`config.mk`:
```
export PLATFORM = sky130hd
export DESIGN_NAME = sram_march_bist
export DESIGN_NICKNAME = d
export VERILOG_FILES = /design/src/rtl/sram_march_bist.sv
export SDC_FILE = /design/constraint.sdc
export NUM_CORES = 1
export LEC_CHECK = 0
export CAP_MARGIN = 30
export CORE_MARGIN = 8
export CORE_UTILIZATION = 50
export CTS_BUF_LIST = sky130_fd_sc_hd__clkbuf_2 sky130_fd_sc_hd__clkbuf_4 sky130_fd_sc_hd__clkbuf_8
export CTS_CLUSTER_DIAMETER = 40
export DETAILED_ROUTE_END_ITERATION = 7
export PLACE_DENSITY = 0.92
export SLEW_MARGIN = 20
export SYNTH_ARGS = -nofsm -noshare
export SYNTH_HDL_FRONTEND = slang
export SYNTH_SLANG_ARGS = --single-unit
```
`constraint.sdc`:
```
create_clock -name A_CLK -period 3.4 [get_ports A_CLK]
set_input_delay 0.51 -clock A_CLK [delete_from_list [all_inputs] [get_ports A_CLK]]
set_output_delay 0.51 -clock A_CLK [all_outputs]
set_load 0.03 [all_outputs]
```
`src/rtl/sram_march_bist.sv`:
```
// March C- BIST sequencer for a single-port SRAM: one operation per cycle, 10*DEPTH op cycles + drain + done.
// Read data is compared one cycle after the read is issued; there is no backpressure, A_START is only sampled in IDLE.
module sram_march_bist #(
    parameter int                      P_DATA_WIDTH = 24,
    parameter int                      P_ADDR_WIDTH = 14,
    parameter int                      DEPTH        = 256,
    parameter logic [P_DATA_WIDTH-1:0] P_BACKGROUND = '0
) (
    input  logic                    A_CLK,
    input  logic                    A_RST,
    input  logic                    A_START,
    input  logic [P_DATA_WIDTH-1:0] A_DOUT,
    output logic                    A_BIST_EN,
    output logic                    A_BIST_CLK,
    output logic [P_ADDR_WIDTH-1:0] A_BIST_ADDR,
    output logic [P_DATA_WIDTH-1:0] A_BIST_DIN,
    output logic [P_DATA_WIDTH-1:0] A_BIST_BM,
    output logic                    A_BIST_MEN,
    output logic                    A_BIST_WEN,
    output logic                    A_BIST_REN,
    output logic                    A_BUSY,
    output logic                    A_DONE,
    output logic                    A_FAIL,
    output logic [P_ADDR_WIDTH-1:0] A_FAIL_ADDR,
    output logic [2:0]              A_FAIL_ELEM,
    output logic [15:0]             A_ERR_CNT
);

    localparam logic [1:0] S_IDLE  = 2'd0;
    localparam logic [1:0] S_RUN   = 2'd1;
    localparam logic [1:0] S_DRAIN = 2'd2;
    localparam logic [1:0] S_DONE  = 2'd3;

    localparam logic [P_ADDR_WIDTH-1:0] LAST_ADDR = P_ADDR_WIDTH'(DEPTH - 1);
    localparam logic [P_DATA_WIDTH-1:0] D0 = P_BACKGROUND;
    localparam logic [P_DATA_WIDTH-1:0] D1 = ~P_BACKGROUND;

    logic [1:0]              state_q, state_d;
    logic [2:0]              elem_q, elem_d;
    logic [P_ADDR_WIDTH-1:0] addr_q, addr_d;
    logic                    phase_q, phase_d;
    logic [P_DATA_WIDTH-1:0] exp_q, exp_d;
    logic                    cmp_vld_q, cmp_vld_d;
    logic [P_ADDR_WIDTH-1:0] cmp_addr_q, cmp_addr_d;
    logic [2:0]              cmp_elem_q, cmp_elem_d;
    logic                    fail_q, fail_d;
    logic [P_ADDR_WIDTH-1:0] fail_addr_q, fail_addr_d;
    logic [2:0]              fail_elem_q, fail_elem_d;
    logic [15:0]             err_cnt_q, err_cnt_d;

    logic                    run;
    logic                    down;
    logic                    single;
    logic                    is_read;
    logic                    is_write;
    logic                    last_op;
    logic                    mismatch;
    logic [P_ADDR_WIDTH-1:0] end_addr;
    logic [P_DATA_WIDTH-1:0] wr_dat;
    logic [P_DATA_WIDTH-1:0] rd_exp;

    // M0 and M5 have one operation per address; M1..M4 read (phase 0) then write (phase 1).
    assign run      = (state_q == S_RUN);
    assign down     = (elem_q == 3'd3) || (elem_q == 3'd4);
    assign single   = (elem_q == 3'd0) || (elem_q == 3'd5);
    assign is_read  = run && ((elem_q == 3'd5) || (!single && !phase_q));
    assign is_write = run && !is_read;
    assign last_op  = single || phase_q;
    assign end_addr = down ? '0 : LAST_ADDR;
    assign wr_dat   = ((elem_q == 3'd1) || (elem_q == 3'd3)) ? D1 : D0;
    assign rd_exp   = ((elem_q == 3'd2) || (elem_q == 3'd4)) ? D1 : D0;
    assign mismatch = cmp_vld_q && (A_DOUT != exp_q);

    always_comb begin
        state_d     = state_q;
        elem_d      = elem_q;
        addr_d      = addr_q;
        phase_d     = phase_q;
        exp_d       = exp_q;
        cmp_vld_d   = 1'b0;
        cmp_addr_d  = cmp_addr_q;
        cmp_elem_d  = cmp_elem_q;
        fail_d      = fail_q;
        fail_addr_d = fail_addr_q;
        fail_elem_d = fail_elem_q;
        err_cnt_d   = err_cnt_q;

        if (is_read) begin
            cmp_vld_d  = 1'b1;
            exp_d      = rd_exp;
            cmp_addr_d = addr_q;
            cmp_elem_d = elem_q;
        end

        if (mismatch) begin
            if (err_cnt_q != 16'hFFFF) begin
                err_cnt_d = err_cnt_q + 16'd1;
            end
            if (!fail_q) begin
                fail_d      = 1'b1;
                fail_addr_d = cmp_addr_q;
                fail_elem_d = cmp_elem_q;
            end
        end

        case (state_q)
            S_IDLE: begin
                if (A_START) begin
                    state_d     = S_RUN;
                    elem_d      = 3'd0;
                    addr_d      = '0;
                    phase_d     = 1'b0;
                    fail_d      = 1'b0;
                    fail_addr_d = '0;
                    fail_elem_d = 3'd0;
                    err_cnt_d   = 16'd0;
                end
            end
            S_RUN: begin
                if (!last_op) begin
                    phase_d = 1'b1;
                end else begin
                    phase_d = 1'b0;
                    if (addr_q == end_addr) begin
                        if (elem_q == 3'd5) begin
                            state_d = S_DRAIN;
                        end else begin
                            elem_d = elem_q + 3'd1;
                            // M3 and M4 walk downward, so they start at the top address.
                            addr_d = ((elem_q == 3'd2) || (elem_q == 3'd3)) ? LAST_ADDR : '0;
                        end
                    end else begin
                        addr_d = down ? (addr_q - 1'b1) : (addr_q + 1'b1);
                    end
                end
            end
            S_DRAIN: state_d = S_DONE;
            default: state_d = S_IDLE;
        endcase
    end

    always_ff @(posedge A_CLK) begin
        if (A_RST) begin
            state_q     <= S_IDLE;
            elem_q      <= 3'd0;
            addr_q      <= '0;
            phase_q     <= 1'b0;
            exp_q       <= '0;
            cmp_vld_q   <= 1'b0;
            cmp_addr_q  <= '0;
            cmp_elem_q  <= 3'd0;
            fail_q      <= 1'b0;
            fail_addr_q <= '0;
            fail_elem_q <= 3'd0;
            err_cnt_q   <= 16'd0;
        end else begin
            state_q     <= state_d;
            elem_q      <= elem_d;
            addr_q      <= addr_d;
            phase_q     <= phase_d;
            exp_q       <= exp_d;
            cmp_vld_q   <= cmp_vld_d;
            cmp_addr_q  <= cmp_addr_d;
            cmp_elem_q  <= cmp_elem_d;
            fail_q      <= fail_d;
            fail_addr_q <= fail_addr_d;
            fail_elem_q <= fail_elem_d;
            err_cnt_q   <= err_cnt_d;
        end
    end

    // Outputs are forced low combinationally so the SRAM port is released in the reset cycle itself.
    assign A_BIST_CLK  = A_CLK;
    assign A_BIST_BM   = '1;
    assign A_BUSY      = !A_RST && (run || (state_q == S_DRAIN));
    assign A_BIST_EN   = A_BUSY;
    assign A_DONE      = !A_RST && (state_q == S_DONE);
    assign A_BIST_MEN  = !A_RST && run;
    assign A_BIST_WEN  = !A_RST && is_write;
    assign A_BIST_REN  = !A_RST && is_read;
    assign A_BIST_ADDR = (!A_RST && run) ? addr_q : '0;
    assign A_BIST_DIN  = (!A_RST && run) ? wr_dat : '0;
    assign A_FAIL      = !A_RST && fail_q;
    assign A_FAIL_ADDR = A_RST ? '0 : fail_addr_q;
    assign A_FAIL_ELEM = A_RST ? 3'd0 : fail_elem_q;
    assign A_ERR_CNT   = A_RST ? 16'd0 : err_cnt_q;

endmodule

```
==> impl_metrics.csv, run 1 <==
group,metric,value,unit
die,die_w,111.9,um
layout,diodes,0,
logic_synthesis,ys_types,58,
sta,hold_violations,0,
sta,period_needed,3.237,ns
route,wl,11.97,mm
cts,clock_latency,0.45,ns
logic_synthesis,syn_avg_cell_area,8.159,um^2
setup_path,r2r-start,"elem_q[0]",
setup_path,reg2regPathDepth,10,
cts,cts_setup_buffers,0,
setup_path,crit_path_start_kind,"flip-flop",
route,wl_met1,4.601,mm
global_routing,grt_pass1_wl,19.52,mm
logic_synthesis,ys_seq_area_share,31.76,%
sta,fin_skew,0.009735,ns
global_routing,grt_max_degree,70,
logic_synthesis,yosys_warnings,0,
sta,slew_viol_final,0,
layout,fin_util,63.63,%
die,rows,35,
cts,cts.clk_slew.worst_paths,0.08,ns
layout,fillers,730,
hold_path,hold_depth,2,
route,ant_nets,0,
layout,drive_above_1_share,7.407,%
route,wl_per_cell,15.77,um
logic_synthesis,synthArstFlopShare,0,%
setup_path,critical_path_class,"flip-flop to output port",
sta,tightest_slew,0.7117,ns
place,finalWeightedCongestion,0.9124,
layout,layout_commonest_cell,"clkdlybuf4s50_1",
setup_path,critPathCaptureType,"output port",
sta,slew_headroom,52.44,%
route,wl_met2,6.269,mm
logic_synthesis,synth_ff_type,"dfxtp_1",
route,drcViolationCount,0,
setup_path,reg2reg_to,"state_q[0]",
power_and_ir_drop,p_leak,0.002259,uW
setup_path,worstPathRequired,2.89,ns
sta,max_freq,0.3090,GHz
route,first_pass_iters,5,
sta,rsz0062_at_grt,"false",
die,dieArea,12530,um^2
setup_path,r2r_slack,0.29,ns
die,die_height,111.9,um
die,core_area,9065,um^2
place,dp_cells,740,
global_routing,grt_pass1_vias,4101,
route,top_layer,"met4",
place,portBuffers,105,
route,via_per_inst,5.584,
setup_path,cp_data_arrival_time,2.73,ns
die,io_pins,130,
logic_synthesis,synth_area,4602,um^2
layout,final_cell_mix,"clkdlybuf4s50_1 (104), dfxtp_1 (73), nor2_1 (67)",
hold_path,worstHoldPathType,"flip-flop to flip-flop",
place,dp_hpwl,9.094,mm
global_routing,grtUsageTotal,18.69,%
setup_path,crit_fanout,17,
logic_synthesis,netlist_instances,564,
hold_path,worstHoldStart,"fail_addr_q[7]",
run_status,outcome,"complete, no violations",
global_routing,antenna_found_initial,0,
global_routing,grt_overflow,0,
power_and_ir_drop,vdd_ir_drop_max,0.0002414,V
layout,syn_to_final_growth,25.34,%
logic_synthesis,ys_ff_latch,73,
power_and_ir_drop,power,2548,uW
run,drv_cap,0,
hold_path,worst_hold_path.endpoint,"fail_addr_q[7]",
route,drtIter0Drc,486,
sta,period_share,95.19,%
layout,stdcell_count,759,
route,vias,4238,
layout,num-nets-final,696,
die,initial_core_util,50.77,%
logic_synthesis,synth_edf_count,0,
sta,tns,0,ns
route,wl_met3,807,um
cts,cts_tree,"yes",
power_and_ir_drop,powerDensity,441.7,nW/um^2
sta,whs,0.4913,ns
sta,finalSetupViolCount,0,
cell families after synthesis:
group | share of synthesized area [%]
compound gates | 14.55
fa+ha+maj | 7.232
simple gates | 25.12
buf+inv | 11.50
mux | 7.858
flops | 31.76
other cells | 0.08149
xor+xnor | 1.903
worst max path at each step:
stage	startpoint	to	slack (ns)	cells after the start
after floorplan	state_q[1]	A_BIST_DIN[10]	0.50	6
final	state_q[1]	A_BIST_ADDR[7]	0.16	6
after detailed placement	elem_q[0]	state_q[0]	0.15	10
after CTS	state_q[1]	A_BIST_REN	0.12	6
after global routing	state_q[1]	A_BIST_ADDR[3]	0.01	6
after global placement	elem_q[0]	state_q[0]	0.34	10
critical path, stage by stage, from the launching register on:
cell             delay [ns]
dfxtp_1                0.39
inv_1                  0.08
ha_1                   0.32
nand2_1                0.28
clkinvlp_4             0.33
and2_1                 0.27
clkdlybuf4s50_1        0.60
area by class of cell:
type / instances / area [um^2] / area share, %
Timing Repair Buffer: 113 / 1104 / 19.13
Multi-Input combinational cell: 430 / 2716 / 47.09
Inverter: 12 / 48.80 / 0.8460
Sequential cell: 73 / 1461 / 25.34
Clock buffer: 15 / 196.4 / 3.406
Clock inverter: 5 / 102.6 / 1.779
Tap cell: 111 / 138.9 / 2.408
metal layers:
layer  GRT usage (%)  vias up
met1           19.77     1990
met3           4.437       32
met2           34.01      165
li1                -     2051
met5               0        -
met4           9.263        0
what timing repair did:
action | CTS | global route
endpoints found under the setup margin | 0 | 26
hold buffers | 0 | 0
gates resized for setup | 0 | 5
metrics by stage:
step | setup slack (ns) | cell area, um^2
after CTS | 0.1246 | 5751
after floorplan | 0.4958 | 4688
final | 0.1634 | 5768
after detailed placement | 0.1493 | 5461
after global routing | 0.01440 | 5768
after global placement | 0.3407 | 5461
cell usage after synthesis, types with 8 or more instances:
| library cell | count | area (um^2) |
|---|---|---|
| nand3_1 | 19 | 95.09 |
| a21oi_2 | 8 | 70.07 |
| clkbuf_1 | 14 | 52.55 |
| nor2b_1 | 37 | 231.5 |
| inv_1 | 12 | 45.04 |
| buf_4 | 50 | 375.4 |
| and2_1 | 14 | 87.58 |
| ha_1 | 25 | 312.8 |
| dfxtp_1 | 73 | 1461 |
| o21ai_0 | 17 | 85.08 |
| mux2i_1 | 35 | 350.3 |
| nor3_1 | 11 | 55.05 |
| a21oi_1 | 37 | 185.2 |
| or3_1 | 9 | 56.30 |
| nor2_1 | 67 | 251.5 |
| nand2_1 | 39 | 146.4 |
report_power, final:
group          internal (uW)  total (uW)  switching [uW]
Sequential               876         904            28.3
Clock                    609         964             355
Combinational            241         680             439
Total                   1730        2550             822
state kept, by name, indices dropped and copies added (netlist names):
register,cells
addr_q,14
cmp_addr_q,14
cmp_elem_q,3
cmp_vld_q,1
elem_q,3
err_cnt_q,16
exp_q,1
fail_addr_q,14
fail_elem_q,3
fail_q,1
phase_q,1
state_q,2
Note: power is estimated with default switching activity, not from simulation.
==> run 2, diff against run 1 <==
--- a/config.mk
+++ b/config.mk
@@ -6,7 +6,7 @@
 export NUM_CORES = 1
 export LEC_CHECK = 0
 export CAP_MARGIN = 30
-export CORE_MARGIN = 8
+export CORE_MARGIN = 2
 export CORE_UTILIZATION = 50
 export CTS_BUF_LIST = sky130_fd_sc_hd__clkbuf_2 sky130_fd_sc_hd__clkbuf_4 sky130_fd_sc_hd__clkbuf_8
 export CTS_CLUSTER_DIAMETER = 40
==> run 2 against run 1 <==
Clock-buffer cell count unchanged. Non-clock buffer count unchanged. Power decreased by 8.5%. Die area decreased by 20%.
==> impl_metrics.csv, run 2 (synthesis gave the netlist of run 1 again) <==
group,metric,value,unit
sta,tightest_slew,0.6604,ns
global_routing,grt_overflow,0,
layout,syn_to_final_growth,22.51,%
sta,tns,0,ns
power_and_ir_drop,p_seq_share,38.7,%
place,finalWeightedCongestion,0.8853,
setup_path,r2r_slack,0.27,ns
route,drcViolationCount,0,
layout,largest_reg_flops,16,
layout,layout_commonest_cell,"clkdlybuf4s50_1",
power_and_ir_drop,clockPowerShare,32.7,%
global_routing,grt_pass1_vias,3873,
sta,period_share,96.21,%
place,dp_hpwl,8.246,mm
global_routing,antenna_found_initial,0,
layout,stdcell_count,759,
layout,num-nets-final,696,
route,vias,4199,
layout,final_cell_mix,"clkdlybuf4s50_1 (80), dfxtp_1 (73), nor2_1 (67)",
run_status,outcome,"complete, no violations",
power_and_ir_drop,powerDensity,413.5,nW/um^2
sta,slew_viol_final,0,
setup_path,reg2regPathDepth,10,
setup_path,reg2reg_to,"state_q[0]",
route,via_per_inst,5.532,
cts,cts.clk_slew.worst_paths,0.08,ns
die,initial_core_util,50.77,%
setup_path,crit_path_start_kind,"flip-flop",
power_and_ir_drop,combPwrFrac,28.5,%
global_routing,grt_pass1_wl,17.64,mm
route,wl_per_cell,14.59,um
run,drv_cap,0,
cts,cts_tree,"yes",
hold_path,worstHoldPathType,"flip-flop to flip-flop",
layout,regMostFlops,"err_cnt_q",
layout,fin_util,62.19,%
setup_path,cp_data_arrival_time,2.76,ns
power_and_ir_drop,p_leak,0.002286,uW
cts,hold_buffers,0,
power_and_ir_drop,switchingPower,824.9,uW
setup_path,critical_path_class,"flip-flop to output port",
sta,finalSetupViolCount,0,
global_routing,grt_max_degree,70,
sta,rsz0062_at_grt,"false",
setup_path,crit_fanout,17,
sta,slew_headroom,55.97,%
die,rows,35,
sta,period_needed,3.271,ns
route,first_pass_iters,5,
global_routing,grtUsageTotal,21.85,%
die,die_w,99.94,um
setup_path,crit_start,"state_q[0]",
layout,diodes,0,
power_and_ir_drop,intPower,1507,uW
setup_path,worstPathRequired,2.89,ns
power_and_ir_drop,vdd_ir_drop_max,0.0002201,V
setup_path,r2r-start,"elem_q[1]",
route,ant_nets,0,
power_and_ir_drop,p_sw_share,35.38,%
die,dieArea,9987,um^2
sta,fin_skew,0.01059,ns
place,portBuffers,105,
sta,max_freq,0.3057,GHz
route,drtIter0Drc,201,
setup_path,crit_end,"A_BIST_REN",
route,wl,11.08,mm
die,core_area,9065,um^2
setup_path,critPathCaptureType,"output port",
die,die_height,99.94,um
die,io_pins,130,
place,dp_cells,740,
cts,clock_latency,0.46,ns
layout,drive_above_1_share,10.96,%
sta,hold_violations,0,
==> run 2: cell count changes in the layout (fill, tap and decap cells not counted), sizes merged <==
cell,change
buf,+24
bufinv,-3
clkdlybuf4s50,-24
clkinv,+2
inv,+1
==> run 2: metrics by stage <==
stage | power, uW | setup WS (ns) | hold slack, ns | area [um^2]
finish | 2332 | 0.1290 | 0.4933 | 5638
global route | 2430 | 0.01105 | 0.5301 | 5638
CTS | 2325 | 0.1319 | 0.5018 | 5624
detailed placement | 1622 | 0.1454 | 0.4778 | 5401
global placement | 1599 | 0.3405 | 0.4679 | 5401
floorplan | 1471 | 0.4958 | 0.4520 | 4688
==> run 2: final cells by class <==
| type | instances | area [um^2] |
|---|---|---|
| repair buffers | 113 | 1044 |
| inverters | 12 | 45.04 |
| well taps | 111 | 138.9 |
| fillers | 738 | 3427 |
| multi-input cells | 430 | 2716 |
| flip-flops and latches | 73 | 1461 |
| clock inverters | 5 | 30.03 |
| clock buffers | 15 | 202.7 |
==> run 2: critical path, stage by stage (launching register included) <==
cell and delay [ns]:
dfxtp_1 0.40, ha_1 0.41, nand2_1 0.20, inv_1 0.39
and3_1 0.23, clkdlybuf4s50_1 0.67
==> run 2: power by group through the flow <==
stage / clock, uW / combinational, uW / sequential, uW
2_1_floorplan: 44.0 / 512 / 915
3_3_place_gp: 49.0 / 631 / 920
3_5_place_dp: 49.0 / 650 / 923
4_1_cts: 767 / 654 / 903
5_1_grt: 798 / 726 / 906
6_report: 763 / 665 / 903
==> run 2: worst min path at each step <==
| stage | from | end | slack, ns | cells after the start |
|---|---|---|---|---|
| 6_report | fail_elem_q[2] | fail_elem_q[2] | 0.49 | 2 |
| 5_1_grt | cmp_elem_q[2] | cmp_elem_q[2] | 0.53 | 2 |
| 4_1_cts | fail_elem_q[2] | fail_elem_q[2] | 0.50 | 2 |
| 2_1_floorplan | fail_addr_q[0] | fail_addr_q[0] | 0.45 | 2 |
| 3_5_place_dp | fail_addr_q[0] | fail_addr_q[0] | 0.48 | 2 |
| 3_3_place_gp | fail_addr_q[0] | fail_addr_q[0] | 0.47 | 2 |
==> run 2: routing by layer <==
metal | wire (um) | global-route usage (%)
met4 | 253 | 10.54
met3 | 668 | 4.387
met1 | 4589 | 26.02
met5 | 0 | 0
met2 | 5564 | 37.68
==> run 2: timing repair <==
item | 4_1_cts | 5_1_grt
gates resized for setup | 0 | 4
setup buffers | 0 | 0
endpoints found under the setup margin | 0 | 13
